==> src/rtl/rom_arb_pkg.sv <==
// Shared types and constants for the two-requester ROM arbiter.
// Optional read statistics are enabled elsewhere with ROM_ARB_STATS_EN.
package rom_arb_pkg;

    typedef enum logic [1:0] {
        IDLE  = 2'd0,
        ISSUE = 2'd1,
        RESP  = 2'd2
    } state_t;

    localparam int NUM_REQ = 2;

    // Last-granted pointer value that gives requester 0 priority on a tie.
    localparam logic LAST_FAVOUR_0 = 1'b1;

endpackage

==> src/rtl/rom_arbiter_rom.sv <==
// Small constant lookup ROM with a registered output (one-cycle read latency).
// The output register only loads when en is high, so it holds between reads.
module rom_arbiter_rom #(
    parameter int DATA_WIDTH = 8,
    parameter int ADDR_WIDTH = 3
) (
    input  logic                  clk,
    input  logic                  reset,
    input  logic                  en,
    input  logic [ADDR_WIDTH-1:0] addr,
    output logic [DATA_WIDTH-1:0] data
);

    logic [7:0]            word;
    logic [DATA_WIDTH-1:0] data_q;
    logic [DATA_WIDTH-1:0] data_d;

    always_comb begin
        word = 8'h00;
        case (int'(addr))
            0:       word = 8'h80;
            1:       word = 8'hAA;
            2:       word = 8'h55;
            3:       word = 8'h83;
            4:       word = 8'h00;
            5:       word = 8'h99;
            6:       word = 8'h81;
            7:       word = 8'hF0;
            default: word = 8'h00;
        endcase
    end

    always_comb begin
        data_d = data_q;
        if (en) begin
            data_d = DATA_WIDTH'(word);
        end
    end

    always_ff @(posedge clk) begin
        if (reset) begin
            data_q <= '0;
        end else begin
            data_q <= data_d;
        end
    end

    assign data = data_q;

endmodule

==> src/rtl/rom_arbiter.sv <==
// Round-robin arbiter giving two requesters shared access to a registered ROM.
// Defining ROM_ARB_STATS_EN adds saturating per-requester read counters.
module rom_arbiter
    import rom_arb_pkg::*;
#(
    parameter int DATA_WIDTH = 8,
    parameter int ADDR_WIDTH = 3
) (
    input  logic                  clk,
    input  logic                  reset,
    input  logic [NUM_REQ-1:0]    req,
    input  logic [ADDR_WIDTH-1:0] addr0,
    input  logic [ADDR_WIDTH-1:0] addr1,
    output logic [NUM_REQ-1:0]    gnt,
    output logic [NUM_REQ-1:0]    rvalid,
    output logic [DATA_WIDTH-1:0] rdata,
    output logic                  busy
`ifdef ROM_ARB_STATS_EN
    ,
    output logic [15:0]           rd_count0,
    output logic [15:0]           rd_count1
`endif
);

    state_t                state_q, state_d;
    logic                  owner_q, owner_d;
    logic                  last_q, last_d;
    logic [ADDR_WIDTH-1:0] addr_q, addr_d;
    logic [NUM_REQ-1:0]    rvalid_q, rvalid_d;
    logic                  busy_q, busy_d;
    logic                  pick;

    always_comb begin
        state_d  = state_q;
        owner_d  = owner_q;
        last_d   = last_q;
        addr_d   = addr_q;
        rvalid_d = '0;
        gnt      = '0;
        pick     = 1'b0;
        case (state_q)
            IDLE: begin
                // A grant is never offered while reset is being applied.
                if (req != '0 && !reset) begin
                    pick    = (req == 2'b11) ? ~last_q : req[1];
                    gnt     = pick ? 2'b10 : 2'b01;
                    owner_d = pick;
                    last_d  = pick;
                    addr_d  = pick ? addr1 : addr0;
                    state_d = ISSUE;
                end
            end
            ISSUE: begin
                rvalid_d = owner_q ? 2'b10 : 2'b01;
                state_d  = RESP;
            end
            RESP: begin
                state_d = IDLE;
            end
            default: begin
                state_d = IDLE;
            end
        endcase
        busy_d = (state_d != IDLE);
    end

    always_ff @(posedge clk) begin
        if (reset) begin
            state_q  <= IDLE;
            owner_q  <= 1'b0;
            last_q   <= LAST_FAVOUR_0;
            addr_q   <= '0;
            rvalid_q <= '0;
            busy_q   <= 1'b0;
        end else begin
            state_q  <= state_d;
            owner_q  <= owner_d;
            last_q   <= last_d;
            addr_q   <= addr_d;
            rvalid_q <= rvalid_d;
            busy_q   <= busy_d;
        end
    end

    rom_arbiter_rom #(
        .DATA_WIDTH (DATA_WIDTH),
        .ADDR_WIDTH (ADDR_WIDTH)
    ) rom (
        .clk   (clk),
        .reset (reset),
        .en    (state_q == ISSUE),
        .addr  (addr_q),
        .data  (rdata)
    );

    // A reset landing on the response cycle swallows the rvalid pulse.
    assign rvalid = reset ? '0 : rvalid_q;
    assign busy   = busy_q;

`ifdef ROM_ARB_STATS_EN
    logic [15:0] cnt0_q, cnt0_d;
    logic [15:0] cnt1_q, cnt1_d;

    always_comb begin
        cnt0_d = cnt0_q;
        cnt1_d = cnt1_q;
        if (rvalid[0] && cnt0_q != 16'hFFFF) begin
            cnt0_d = cnt0_q + 16'd1;
        end
        if (rvalid[1] && cnt1_q != 16'hFFFF) begin
            cnt1_d = cnt1_q + 16'd1;
        end
    end

    always_ff @(posedge clk) begin
        if (reset) begin
            cnt0_q <= '0;
            cnt1_q <= '0;
        end else begin
            cnt0_q <= cnt0_d;
            cnt1_q <= cnt1_d;
        end
    end

    assign rd_count0 = cnt0_q;
    assign rd_count1 = cnt1_q;
`endif

endmodule
==> config.mk <==
export PLATFORM = sky130hd
export DESIGN_NAME = rom_arbiter
export DESIGN_NICKNAME = d
export VERILOG_FILES = /design/src/rtl/rom_arb_pkg.sv /design/src/rtl/rom_arbiter_rom.sv /design/src/rtl/rom_arbiter.sv
export SDC_FILE = /design/constraint.sdc
export NUM_CORES = 1
export LEC_CHECK = 0
export ABC_AREA = 1
export CORE_UTILIZATION = 39
export CTS_CLUSTER_SIZE = 20
export DETAILED_ROUTE_END_ITERATION = 6
export GPL_TIMING_DRIVEN = 0
export PLACE_DENSITY = 0.67
export RECOVER_POWER = 25
export SETUP_SLACK_MARGIN = 0.5
export SLEW_MARGIN = 20
export SYNTH_ARGS = -nofsm -noshare
export SYNTH_HDL_FRONTEND = slang
export SYNTH_SLANG_ARGS = --single-unit
==> constraint.sdc <==
create_clock -name clk -period 3.8 [get_ports clk]
set_clock_uncertainty 0.15 [all_clocks]
set_input_delay 0.57 -clock clk [delete_from_list [all_inputs] [get_ports clk]]
set_output_delay 0.57 -clock clk [all_outputs]
set_load 0.03 [all_outputs]
Word-level counts from Yosys, hierarchy flattened
Memories as Yosys holds them, arrays and structs flattened. A register that Yosys moved wholly into a read port is not among the register bits.
Index checks and enable logic that the tools add are counted.

word-level totals
  register bits after elaboration = 10
  memories = 1
  bits in read-only memories = 64
  bits of input ports = 10
  logic and storage cells = 27

operators by class
  equal/unequal tests = 2
  mux-type cells = 9
  reduce and logical (&&, ||, !) cells = 7
  bitwise gates (word level) = 2

memory list
  memory            depth  width  rd ports  clocked after memory_dff  wr ports  line                   RTL
  (name not given)  8      8      1         1                         0         rom_arbiter_rom.sv:20  case (int'(addr))

operators by type and width
  kind                                           count
  two-way mux 2 bit                              6
  one-hot mux 2 bit (2 select lines)             1
  nonzero test 2 bit                             2
  two-way mux 3 bit                              1
  == test 2 x 1 -> 1 bit, second input constant  1
  == test 2 bit, second input constant           1
  zero test 2 bit                                1
  inverter 1 bit                                 2
  AND reduction 2 bit                            1
  OR reduction 2 bit                             1
  logical AND 1 bit                              1
  zero test 1 bit                                1
  two-way mux 1 bit                              1

Longest topological paths before layout
Gate-level depths: netlist of the first run.

  depth in word-level cells = 5
  depth in mapped cells = 6
  mapped depth without buffers = 6

Modules after synthesis
From an unflattened synthesis of the first run, not the netlist that was laid out.

second synthesis, totals
  cell total of the unflattened synthesis = 114
  area, all modules = 883.3 µm²

modules (own cells, without submodules)
  module           area each (µm²)  cells each  times used  seq. area each (µm²)
  rom_arbiter      447.9            59          1           200.2
  rom_arbiter_rom  435.4            55          1           160.2

Worst setup path before layout of the first run
No wires, ideal clock.

  path type = input port to output port
  start point = input reset
  end point = output gnt[0]
  buffers on the path = 1
  slack = 1728 ps
  cell stages on the path = 4
  arrival time = 1352 ps
  cell sequence = buf_6 > inv_4 > nand3_1 > nor2_1

between the ends
  longest elaborated chain between the ends = 4

ends and longest elaborated chain
  what               line               RTL
  from (decl)        rom_arbiter.sv:10  input logic reset,
  zero test 1 bit    rom_arbiter.sv:44  if (req != '0 && !reset) begin
  logical AND 1 bit  rom_arbiter.sv:44
  two-way mux 2 bit  rom_arbiter.sv:44
  two-way mux 2 bit  rom_arbiter.sv:41  case (state_q)
  to (decl)          rom_arbiter.sv:14  output logic [NUM_REQ-1:0] gnt,

Every way passes these cells.

Worst setup path in the final report of the first run
  start point = input req[1]
  end point = output gnt[0]

between the ends
  longest elaborated chain between the ends = 5
  elaborated cells between the ends (all ways) = 7
  those cells by class = 1 x eq/ne; 4 x mux; 2 x reduce/logical

ends and longest elaborated chain
  what                   line               RTL
  from (decl)            rom_arbiter.sv:11  input logic [NUM_REQ-1:0] req,
  == test 2 bit          rom_arbiter.sv:45  pick = (req == 2'b11) ? ~last_q : req[1];
  two-way mux 1 bit      rom_arbiter.sv:45
  two-way mux 2 bit      rom_arbiter.sv:46  gnt = pick ? 2'b10 : 2'b01;
  two-way mux 2 bit (*)  rom_arbiter.sv:44
  two-way mux 2 bit (*)  rom_arbiter.sv:41

Every way passes the cells marked *; elsewhere a longest branch is shown, timed or not.

==> out/metrics.yaml, run 1 <==
run_status:
  status: "finished, final reports clean"
power_and_ir_drop:
  p_int_uw: 292
  switching_share_pct: 27.7
  powerDensity_nw_per_um2: 366
  power.leakage_nw: 0.473
  seqPwrFrac_pct: 50.8
  combPwrFrac_pct: 20.6
  power.switching_uw: 112
  p_clk_share_pct: 28.6
  ir_drop_v: 0.000143
clock_network:
  h-tree-depth: 1
  root_buffer: "clkbuf_4"
  tritoncts: "done"
  cts_hold_buf: 0
  numCtsBuffers: 3
  cts_buffer_depth: 2
  cts.repair.resized: 0
  worst_skew_pair.late_latency_ns: 0.28
  clock_sink_count: 18
  post_cts_buffers: 0
  cts.clk_slew.worst_paths_ns: 0.10
placed_design:
  port-buffer-count: 21
  place.gp.congestion: 0.762
  dp_hpwl_um: 1140
  dpl_worst_slack_ns: 0.750
sta:
  setup_tns_ns: 0
  tightest_slew_ns: 0.322
  hold_viol: 0
  post-route-period-util_pct: 79.9
  finalMaxSlewViolations: 0
  fin_ws_ns: 0.763
  finalCriticalPeriod_ns: 3.04
  relSlewSlack_pct: 78.4
  fmax_mhz: 329
  setup_viol: 0
  rsz0062_at_grt: "no"
min_path:
  hp-class: "reg2reg"
  min_from: "owner_q"
  worstHoldEndpoint: "rvalid_q[0]"
  hold_depth: 1
critical_path:
  cp.required_ns: 3.08
  r2r_start: "addr_q[0]"
  cp-start-kind: "primary input"
  rr_worst_depth: 6
  end_kind: "primary output"
  crit_fanout: 7
  critPathKind: "in2out"
  r2r_setup_slack_ns: 2.45
  critPathArrivalTime_ns: 2.32
  r2r-end: "rom.data[0]"
detailed_routing:
  wl_um: 1480
  vias_per_cell: 4.40
  vias: 713
  dr.pass1.iters: 6
  ant_nets: 0
  drtIter0Drc: 7
  wire_per_inst_um: 9.11
  drc: 0
global_routing:
  grt_first_pass_wirelength_um: 2410
  grt_pass1_vias: 614
  gr-total-overflow: 0
  grt_usage_pct: 15.2
  antenna_found_initial: 0
  grt_max_degree: 11
final_layout:
  drive_gt1_share_pct: 8.15
  area_growth_pct: 33.6
  nNetsFinal: 151
  diodes: 0
synth:
  yosys.cell_types.count: 18
  postSynthCellCount: 110
  ys_top_cells_by_area: "dfxtp_1 (44%), nand2_1 (13%), ha_1 (7.6%)"
  yosys.area.top_type_share_pct: 43.6
  syn_nets: 125
  synth_warnings: 0
  synth_top_cell_by_area: "dfxtp_1"
  yosysSeqAreaShare_pct: 43.6
  syn_area_per_cell_um2: 7.51
  synthesis.area_um2: 826
  ys_ff_latch: 18
die:
  io_pins: 23
  coreArea_um2: 1980
  die_area_um2: 2310
  die_y_um: 48.0
  die-width_um: 48.0
  start_util_pct: 41.7
  rows: 16
run:
  max_cap_violations: 0
[cell type report]
class | instances | area [µm²]
inverter | 17 | 66.3
fill | 204 | 878
sequential | 18 | 360
tap | 27 | 33.8
buffer | 3 | 21.3
clock buffer | 4 | 36.3
timing repair buffer | 21 | 210
multi-input combinational | 72 | 375
[cells in the final DEF (no fill, tap or decap)]
cell / instances
clkbuf_4: 3
nand3_1: 6
a31oi_1: 1
ha_1: 5
a21oi_1: 11
clkbuf_8: 1
o21ai_0: 5
nor2_1: 9
dfxtp_1: 18
o211ai_1: 1
nor2_8: 1
buf_2: 2
inv_4: 1
nand2_1: 30
o21a_1: 1
clkdlybuf4s50_1: 21
nand2_2: 1
buf_6: 1
inv_1: 16
o21ai_2: 1
[cell usage after synthesis]
cell type,number
dfxtp_1,18
o21ai_0,5
ha_1,5
buf_2,2
inv_2,1
nand2_1,29
a21oi_1,11
o211ai_1,1
o21ai_2,1
nor2_1,9
nor2_8,1
nand2_2,2
a31oi_1,1
inv_1,15
buf_6,1
o21a_1,1
inv_4,1
nand3_1,6
[how the worst max path moves through the flow]
stage | startpoint | endpoint
finish | req[1] | gnt[0]
global route | req[1] | gnt[0]
CTS | req[1] | gnt[0]
detailed placement | req[1] | gnt[0]
global placement | req[1] | gnt[0]
floorplan | reset | gnt[0]
[power by group through the flow]
stage / sequential (mW) / combinational, mW / clock, mW
CTS: 0.205 / 0.0849 / 0.120
finish: 0.205 / 0.0832 / 0.115
global placement: 0.209 / 0.0833 / 0
floorplan: 0.219 / 0.0439 / 0
global route: 0.207 / 0.0926 / 0.128
detailed placement: 0.210 / 0.0843 / 0
[through the flow]
step / area, µm² / hold WS (ns) / utilization, % / instances / power (mW)
floorplan: 826 / 0.262 / - / 110 / 0.263
global placement: 1070 / 0.272 / 54.0 / 158 / 0.293
detailed placement: 1070 / 0.290 / 54.0 / 158 / 0.294
CTS: 1110 / 0.296 / 55.8 / 162 / 0.410
global route: 1100 / 0.306 / 55.7 / 162 / 0.428
finish: 1100 / 0.301 / 55.7 / 162 / 0.404
[state kept, by name (all words and copies together) (netlist names)]
signal and count:
rom.data 8, addr_q 3, busy 1, rvalid_q 2, state_q 2, owner_q 1
last_q 1
[logic make-up (layout without fill, tap and decap cells)]
logic type,after synthesis,in the layout,synth area share (%)
simple gates,47,47,24.8
compound gates,20,20,13.3
buf+inv,20,45,10.6
flops,18,18,43.6
fa+ha+maj,5,5,7.58
[critical path, stage by stage]
cell and delay [ns]:
clkdlybuf4s50_1 0.57, inv_1 0.07, nand2_1 0.06, nand3_1 0.21, nor2_1 0.16, clkdlybuf4s50_1 0.68
[metal layers]
metal	vias up	global-route usage, %	part of all wire [%]
met2	20	26.5	49
met4	0	6.67	1.3
met1	300	18.3	45
met3	2	2.26	4.5
met5	-	0	0
li1	391	-	-
(Power assumes the default switching activity.)
==> run 2, diff against run 1 <==
--- a/config.mk
+++ b/config.mk
@@ -10,7 +10,7 @@
 export CTS_CLUSTER_SIZE = 20
 export DETAILED_ROUTE_END_ITERATION = 6
 export GPL_TIMING_DRIVEN = 0
-export PLACE_DENSITY = 0.67
+export PLACE_DENSITY = 0.7
 export RECOVER_POWER = 25
 export SETUP_SLACK_MARGIN = 0.5
 export SLEW_MARGIN = 20
==> constraint.sdc (replaced) <==
create_clock -name clk -period 2.62 [get_ports clk]
set_clock_uncertainty 0.15 [all_clocks]
set_input_delay 0.393 -clock clk [delete_from_list [all_inputs] [get_ports clk]]
set_output_delay 0.393 -clock clk [all_outputs]
set_load 0.03 [all_outputs]
==> out/metrics.yaml, run 2 (same netlist as run 1, synthesis figures left out) <==
run_status:
  status: "finished, final reports clean"
die:
  io_pins: 23
  rows: 16
  start_util_pct: 41.7
  coreArea_um2: 1980
  die_area_um2: 2310
  die-width_um: 48.0
  die_y_um: 48.0
power_and_ir_drop:
  powerDensity_nw_per_um2: 533
  seqPwrFrac_pct: 51.0
  power.leakage_nw: 0.495
  p_clk_share_pct: 28.8
  ir_drop_v: 0.000230
  p_int_uw: 421
  power.switching_uw: 162
  combPwrFrac_pct: 20.2
  switching_share_pct: 27.8
detailed_routing:
  vias: 731
  drtIter0Drc: 14
  wl_met3_um: 72
  vias_per_cell: 4.51
  drc: 0
  wl_met2_um: 681
  wl_um: 1460
  dr.max_layer_used: "met4"
  drt-met1-wl_um: 687
  ant_nets: 0
  wire_per_inst_um: 9.01
  dr.pass1.iters: 4
sta:
  setup_tns_ns: 0
  finalCriticalPeriod_ns: 2.22
  fmax_mhz: 451
  rsz0062_at_grt: "no"
  hold_viol: 0
  post-route-period-util_pct: 84.6
  finalMaxSlewViolations: 0
  tightest_slew_ns: 0.586
  setup_viol: 0
  fin_ws_ns: 0.404
  hold_ws_ns: 0.137
  relSlewSlack_pct: 60.5
clock_network:
  post_cts_buffers: 0
  tritoncts: "done"
  clock_sink_count: 18
  h-tree-depth: 1
  cts_buffer_depth: 2
  cts_hold_buf: 0
  cts.clk_slew.worst_paths_ns: 0.10
  numCtsBuffers: 3
  worst_skew_pair.late_latency_ns: 0.29
  root_buffer: "clkbuf_4"
critical_path:
  critPathArrivalTime_ns: 1.67
  critPathKind: "in2out"
  crit_fanout: 5
  cp-start-kind: "primary input"
  end_kind: "primary output"
  rr_worst_depth: 6
  cp.required_ns: 2.08
global_routing:
  grt_usage_pct: 15.2
  grt_pass1_vias: 578
  grt_max_degree: 11
  grt_first_pass_wirelength_um: 2370
  antenna_found_initial: 0
  gr-total-overflow: 0
final_layout:
  nNetsFinal: 151
  diodes: 0
  final_cell_mix: "nand2_1 (29), dfxtp_1 (18), clkdlybuf4s50_1 (17), inv_1 (16), a21oi_1 (11)"
  final_core_util_pct: 55.2
  area_growth_pct: 32.4
  mostFrequentLayoutCell: "nand2_1"
  largest_reg_flops: 8
  finalInstanceArea_um2: 1090
  nFillCells: 182
  drive_gt1_share_pct: 9.63
placed_design:
  place.gp.congestion: 0.783
  dp_hpwl_um: 1090
  port-buffer-count: 21
  dpl_worst_slack_ns: -0.0735
  dpl_cell_area_um2: 1070
run:
  max_cap_violations: 0
min_path:
  hold_depth: 2
  hp-class: "in2reg"
==> run 2: cell count changes in the layout (fill, tap and decap cells not counted) <==
cell / change
nand2_1: -1
o21ai_0: +1
buf_2: +2
o21ai_2: -1
clkdlybuf4s50_1: -4
nand2_2: +1
dlymetal6s2s_1: +1
dlygate4sd2_1: +1
==> run 2: path summary, 6_finish.rpt <==
kind / slack (ns) / startpoint / endpoint
max: 0.40 / req[0] / gnt[1]
min: 0.14 / reset / rom.data[4]
max reg2reg: 1.27 / addr_q[0] / rom.data[0]
min reg2reg: 0.30 / owner_q / rvalid_q[0]
==> run 2: metal layers <==
metal,up-vias,global-route usage [%]
met5,-,0
met4,0,6.67
met3,3,4.53
met2,25,24.9
met1,310,18.2
li1,393,-
==> run 2: final cells by class <==
type,instances,area [µm²],area share (%)
clock buffer,4,36.3,3.32
buffer,3,21.3,1.95
multi-input combinational,72,374,34.2
tap,27,33.8,3.09
timing repair buffer,21,201,18.4
inverter,17,66.3,6.06
sequential,18,360,33.0
==> run 2: what timing repair did <==
item / CTS / global route
gates resized for setup: 13 / 1
endpoints found under the setup margin: 2 / 1
endpoints found under the hold margin: 0 / 0
pin swaps: 0 / 0
==> run 2: power by group through the flow <==
stage / clock network, mW / registers, mW / logic (mW)
after CTS: 0.176 / 0.298 / 0.121
after detailed placement: 0 / 0.304 / 0.122
final: 0.168 / 0.298 / 0.118
after global routing: 0.190 / 0.300 / 0.131
after floorplan: 0 / 0.318 / 0.0637
after global placement: 0 / 0.304 / 0.120
==> run 2: metrics by stage <==
stage | std cells | total power, mW
floorplan | 110 | 0.381
global placement | 158 | 0.424
detailed placement | 158 | 0.426
CTS | 162 | 0.595
global route | 162 | 0.621
finish | 162 | 0.583
==> run 2: critical path, stage by stage <==
cell and delay, ns:
clkdlybuf4s50_1 0.43, o21ai_0 0.49, nor2_8 0.06, nand2_2 0.10, inv_1 0.04, buf_2 0.16
==> RTL change 1: new RTL, config.mk and constraints of run 2 <==
`ADDR_WIDTH` is set to 3 in 2 places; all go to 5.
--- a/src/rtl/rom_arbiter_rom.sv
+++ b/src/rtl/rom_arbiter_rom.sv
@@ -3,5 +3,5 @@
 module rom_arbiter_rom #(
     parameter int DATA_WIDTH = 8,
-    parameter int ADDR_WIDTH = 3
+    parameter int ADDR_WIDTH = 5
 ) (
     input  logic                  clk,
--- a/src/rtl/rom_arbiter.sv
+++ b/src/rtl/rom_arbiter.sv
@@ -5,5 +5,5 @@
 #(
     parameter int DATA_WIDTH = 8,
-    parameter int ADDR_WIDTH = 3
+    parameter int ADDR_WIDTH = 5
 ) (
     input  logic                  clk,
Interface: changed (resized addr0 and addr1); port bits go from 23 to 27. The function was not compared with the original's and may differ.
==> RTL change 1 against run 2 <==
- the run now ends with design-rule violations left
- core utilization decreased by 0.33 points
- total power up 42%
- non-clock buffer count is 10 higher
- setup slack better by 0.17 ns
- die area rose by 42%
- routed wire length is 47% higher
- design area up 42%
- sequential cell count grew 10
- synthesized area grew 44%
- sequential share of layout area rose by 3.2 points
==> RTL change 1: results (changes against run 2) <==
grt_pass1_wl_um: 3601  # +52%
num_vias: 983  # +34%
irDropWorstVdd_mv: 0.2609  # +14%
max_slew_margin: 0.5116  # -0.09364
gp_congestion: 0.7811  # -0.23%
fill_cells: 264  # +45%
placed_cells_incl_taps: 205  # +30%
netlist_top_cells_count: "nand2_1 (47), dfxtp_1 (28), inv_1 (17)"
failed_checks: "design-rule violations"
leakagePower_nw: 0.7339  # +48%
nNetsFinal: 203  # +34%
grt_max_degree: 16  # +5
syn2layout_area_growth_pct: 30.66
drt-pass1-iter-count: 6  # +2
avgViaCountPerCell: 4.593  # +1.8%
io_buffers: 24  # +14%
antenna_cells: 0  # unchanged
syn-num-nets: 169  # +35%
synth.avg_cell_area_sq_um: 7.916  # +5.4%
switchingPower_mw: 0.2180  # +34%
drc: 4  # +4
cts_made_buffers: 3  # unchanged
worst-path-max-fanout: 10  # +5
first_iter_violations: 31  # +17
clk_pin_slew_worst_paths_ns: 0.14  # +0.04 ns
crit_arrival_ns: 1.51  # -0.16 ns
grt_usage: 0.1396  # -0.01209
wl_per_cell_um: 10.04  # +11%
h-tree-depth: 1  # unchanged
drive_gt1_frac: 0.1475  # +0.05124
status: "complete, but fails checks"
netlist-cell-type-count: 20  # +2
hpwl_um: 1678  # +54%
antenna_found_initial: 0  # unchanged
synth_seq_area_share: 0.4721  # +0.03571
clock_latency_ns: 0.31  # +0.02 ns
synth_area_leaders: "dfxtp_1 (47%), nand2_1 (15%), a21oi_1 (5.5%)"
ff2ff_path_depth: 11  # +5
post_dp_cell_area_sq_um: 1466  # +37%
grt_pass1_vias: 854  # +48%
-- RTL change 1: cell type report --
| cell class | instances | share of cell area |
|---|---|---|
| Buffer | 5 | 0.02984 |
| Clock buffer | 4 | 0.02339 |
| Inverter | 20 | 0.05565 |
| Multi-Input combinational cell | 97 | 0.3161 |
| Sequential cell | 28 | 0.3613 |
| Tap cell | 31 | 0.02500 |
| Timing Repair Buffer | 29 | 0.1887 |
-- RTL change 1: cell families (layout without fill, tap and decap cells) --
kind of cell,count (synthesis),count (layout),synth area share
DFF,28,28,0.4721
AOI/OAI and AO/OA,16,16,0.07060
adders and majority gates,5,5,0.05269
buffers and inverters,25,58,0.1096
and+or+nand+nor,76,76,0.2951
-- RTL change 1: power by group through the flow --
stage               Sequential, mW  Combinational (mW)  Clock [mW]
finish                       0.462               0.166       0.200
global route                 0.465               0.186       0.223
CTS                          0.463               0.154       0.204
detailed placement           0.472               0.155           0
global placement             0.471               0.152           0
floorplan                    0.480              0.0958           0
-- RTL change 1: metal layers --
metal / global-route usage / part of all wire
met2: 0.2454 / 0.50
met5: 0 / 0
met1: 0.1731 / 0.44
met4: 0.02091 / 0.0088
met3: 0.04082 / 0.045
-- RTL change 1: stage by stage --
| step | setup TNS [ns] | power, mW | worst slack (ns) | hold WS [ns] |
|---|---|---|---|---|
| 2_1_floorplan | 0 | 0.5757 | 0.7208 | 0.2565 |
| 3_3_place_gp | -0.07468 | 0.6232 | -0.07468 | 0.2765 |
| 3_5_place_dp | -0.09284 | 0.6269 | -0.09284 | 0.2768 |
| 4_1_cts | 0 | 0.8210 | 0.4227 | 0.1134 |
| 5_1_grt | 0 | 0.8744 | 0.4231 | 0.1015 |
| 6_report | 0 | 0.8284 | 0.5709 | 0.1169 |
-- RTL change 1: worst paths after layout --
check	startpoint	end	slack (ns)
max	reset	rvalid[1]	0.57
min	reset	rom.data[3]	0.12
max reg2reg	state_q[1]	flip-flop	0.60
min reg2reg	owner_q	rvalid_q[0]	0.30
-- RTL change 1: critical path: stages --
cell and delay (ns):
buf_6 0.12, clkbuf_2 0.18, nor2_1 0.14, clkdlybuf4s50_1 0.67
-- RTL change 1: repair_timing --
action,in CTS,in global routing
gates resized for setup,12,7
buffers inserted,0,4
cloned,0,1
setup endpoints to repair,3,2
hold buffers,0,0
==> RTL change 2: new RTL, flow settings as in run 2 <==
Made on the original files. Encoding of `state_t`: now one-hot (3 bits for 3 states).
--- a/src/rtl/rom_arb_pkg.sv
+++ b/src/rtl/rom_arb_pkg.sv
@@ -3,8 +3,8 @@
 package rom_arb_pkg;
 
-    typedef enum logic [1:0] {
-        IDLE  = 2'd0,
-        ISSUE = 2'd1,
-        RESP  = 2'd2
+    typedef enum logic [2:0] {
+        IDLE  = 3'b001,
+        ISSUE = 3'b010,
+        RESP  = 3'b100
     } state_t;
 
Behaviour: no difference found for any inputs over 10 cycles, from zero or initial values and one cycle with reset high; not proved beyond that.
==> RTL change 2 against run 2 <==
- clock power shrank 11%
- highest routed layer unchanged
- combinational power shrank 3%
- first-iteration DRC count shrank 7.1%
- total power shrank 0.75%
- sequential power grew 6%
- count of clock-buffer cells in the layout shrank 1
- routed wire length grew 13%
- setup slack gained 0.0079 ns
- core utilization grew 0.95 points
- design area grew 3.8%
- synthesized area grew 4.4%
- sequential cell count grew 1
==> RTL change 2: results (changes against run 2) <==
status: "finished, final reports clean"
hpwl_um: 1218  # +12%
hp-class: "flip-flop to flip-flop"
nNetsFinal: 163  # +7.9%
synth_area_leaders: "dfxtp_1 (44%), nand2_1 (14%), ha_1 (7.3%)"
ff2ff_path_depth: 4  # -2
critical_path.startpoint: "req[0]"
reg2reg_slack_ns: 0.69  # -0.58 ns
grt_usage: 0.1644  # +0.01271
routed_wl_um: 1648  # +13%
num_vias: 763  # +4.4%
placed_cells_incl_taps: 169  # +7.0%
avgViaCountPerCell: 4.385  # -2.8%
netlist-cell-type-count: 15  # -3
yosys.area_share.adder: 0.07257  # -0.003189
cts-root-buf: "clkbuf_4"
slowest_delay_ns: 0.55  # +0.06 ns
syn-num-nets: 135  # +8.0%
antenna_found_initial: 0  # unchanged
clk_pin_slew_worst_paths_ns: 0.10  # about the same
synthXorXnorAreaFrac: 0  # unchanged
synth_seq_area_share: 0.4412  # +0.004856
synth_compound_area_frac: 0.09289  # -0.04045
grt_max_degree: 12  # +1
irDropWorstVdd_mv: 0.3316  # +44%
leakagePower_nw: 0.5211  # +5.2%
gp_congestion: 0.7822  # about the same
first_iter_violations: 13  # -1
cpMaxStageDelayCell: "dlygate4sd3_1"
ys.flop_type: "dfxtp_1"
grt_pass1_wl_um: 2911  # +23%
antenna_cells: 0  # unchanged
drive_gt1_frac: 0.1156  # +0.01935
io_buffers: 22  # +4.8%
worst-path-max-fanout: 3  # -2
cts_max_path_buffers: 2  # unchanged
cts_made_buffers: 3  # unchanged
grt_pass1_vias: 702  # +21%
tightest_slew_ns: 0.9163  # +0.3304 ns
r2r-end: "rom.data[0]"
synthMuxAreaShare: 0  # unchanged
netlist_top_cells_count: "nand2_1 (33), dfxtp_1 (19), inv_1 (15), nor2_1 (15)"
synthCells: 120  # +9.1%
rr_startpoint: "state_q[2]"
drt-pass1-iter-count: 4  # unchanged
post_dp_cell_area_sq_um: 1116  # +4.3%
-- RTL change 2: changes by cell type after synthesis, moves of 2 or more --
cell / delta
inv_2: +2
nor2_1: +6
buf_2: -2
nand2_1: +4
o21ai_0: +3
a21oi_1: -3
-- RTL change 2: per-layer routing --
layer  wire, um  GRT usage
met1        759     0.1858
met2        749     0.2639
met3         82    0.03738
met4         57     0.1324
met5          0          0
-- RTL change 2: report_power, final --
| group | switching [mW] | internal [mW] |
|---|---|---|
| Sequential | 0.0104 | 0.305 |
| Combinational | 0.0672 | 0.0467 |
| Clock | 0.0924 | 0.0571 |
| Total | 0.170 | 0.409 |
-- RTL change 2: how the worst min path moves through the flow --
stage,from,cells after the start,endpoint
5_1_grt,owner_q,2,rvalid_q[1]
3_5_place_dp,owner_q,1,rvalid_q[0]
3_3_place_gp,owner_q,1,rvalid_q[0]
6_report,owner_q,1,rvalid_q[0]
4_1_cts,owner_q,1,rvalid_q[0]
2_1_floorplan,owner_q,1,rvalid_q[0]
-- RTL change 2: area by class of cell --
| type | count | area [sq um] |
|---|---|---|
| repair buffers | 23 | 221.5 |
| plain buffers | 2 | 15.01 |
| clock inverters | 1 | 5.005 |
| well taps | 27 | 33.78 |
| inverters | 19 | 72.57 |
| clock buffers | 3 | 22.52 |
| multi-input cells | 80 | 384.1 |
| fillers | 221 | 887.1 |
| flip-flops and latches | 19 | 380.4 |
-- RTL change 2: kinds of logic after synthesis --
group / after synthesis
compound gates: 16
buf+inv: 21
simple gates: 59
flops: 19
fa+ha+maj: 5
-- RTL change 2: critical path, delay by kind of cell --
| family | cells | cell delay (ns) |
|---|---|---|
| buffers and inverters | 4 | 0.81 |
| and+or+nand+nor | 4 | 0.47 |
-- RTL change 2: what timing repair did --
| item | 4_1_cts | 5_1_grt |
|---|---|---|
| cloned | 0 | 0 |
| endpoints found under the hold margin | 0 | 0 |
| pin swaps | 0 | 1 |
| resized for setup | 17 | 6 |
| setup buffers | 0 | 1 |
| setup endpoints to repair | 4 | 4 |
-- RTL change 2: stage by stage --
stage                     setup WS (ns)  hold slack [ns]  power [mW]   TNS, ns
after floorplan                  0.9729           0.2632      0.3966         0
after global placement         -0.03982           0.2795      0.4373  -0.03982
after detailed placement       -0.05111           0.2818      0.4408  -0.06174
after CTS                        0.4613           0.2997      0.5904         0
after global routing             0.3458           0.3358      0.6181         0
final                            0.4115           0.2998      0.5789         0
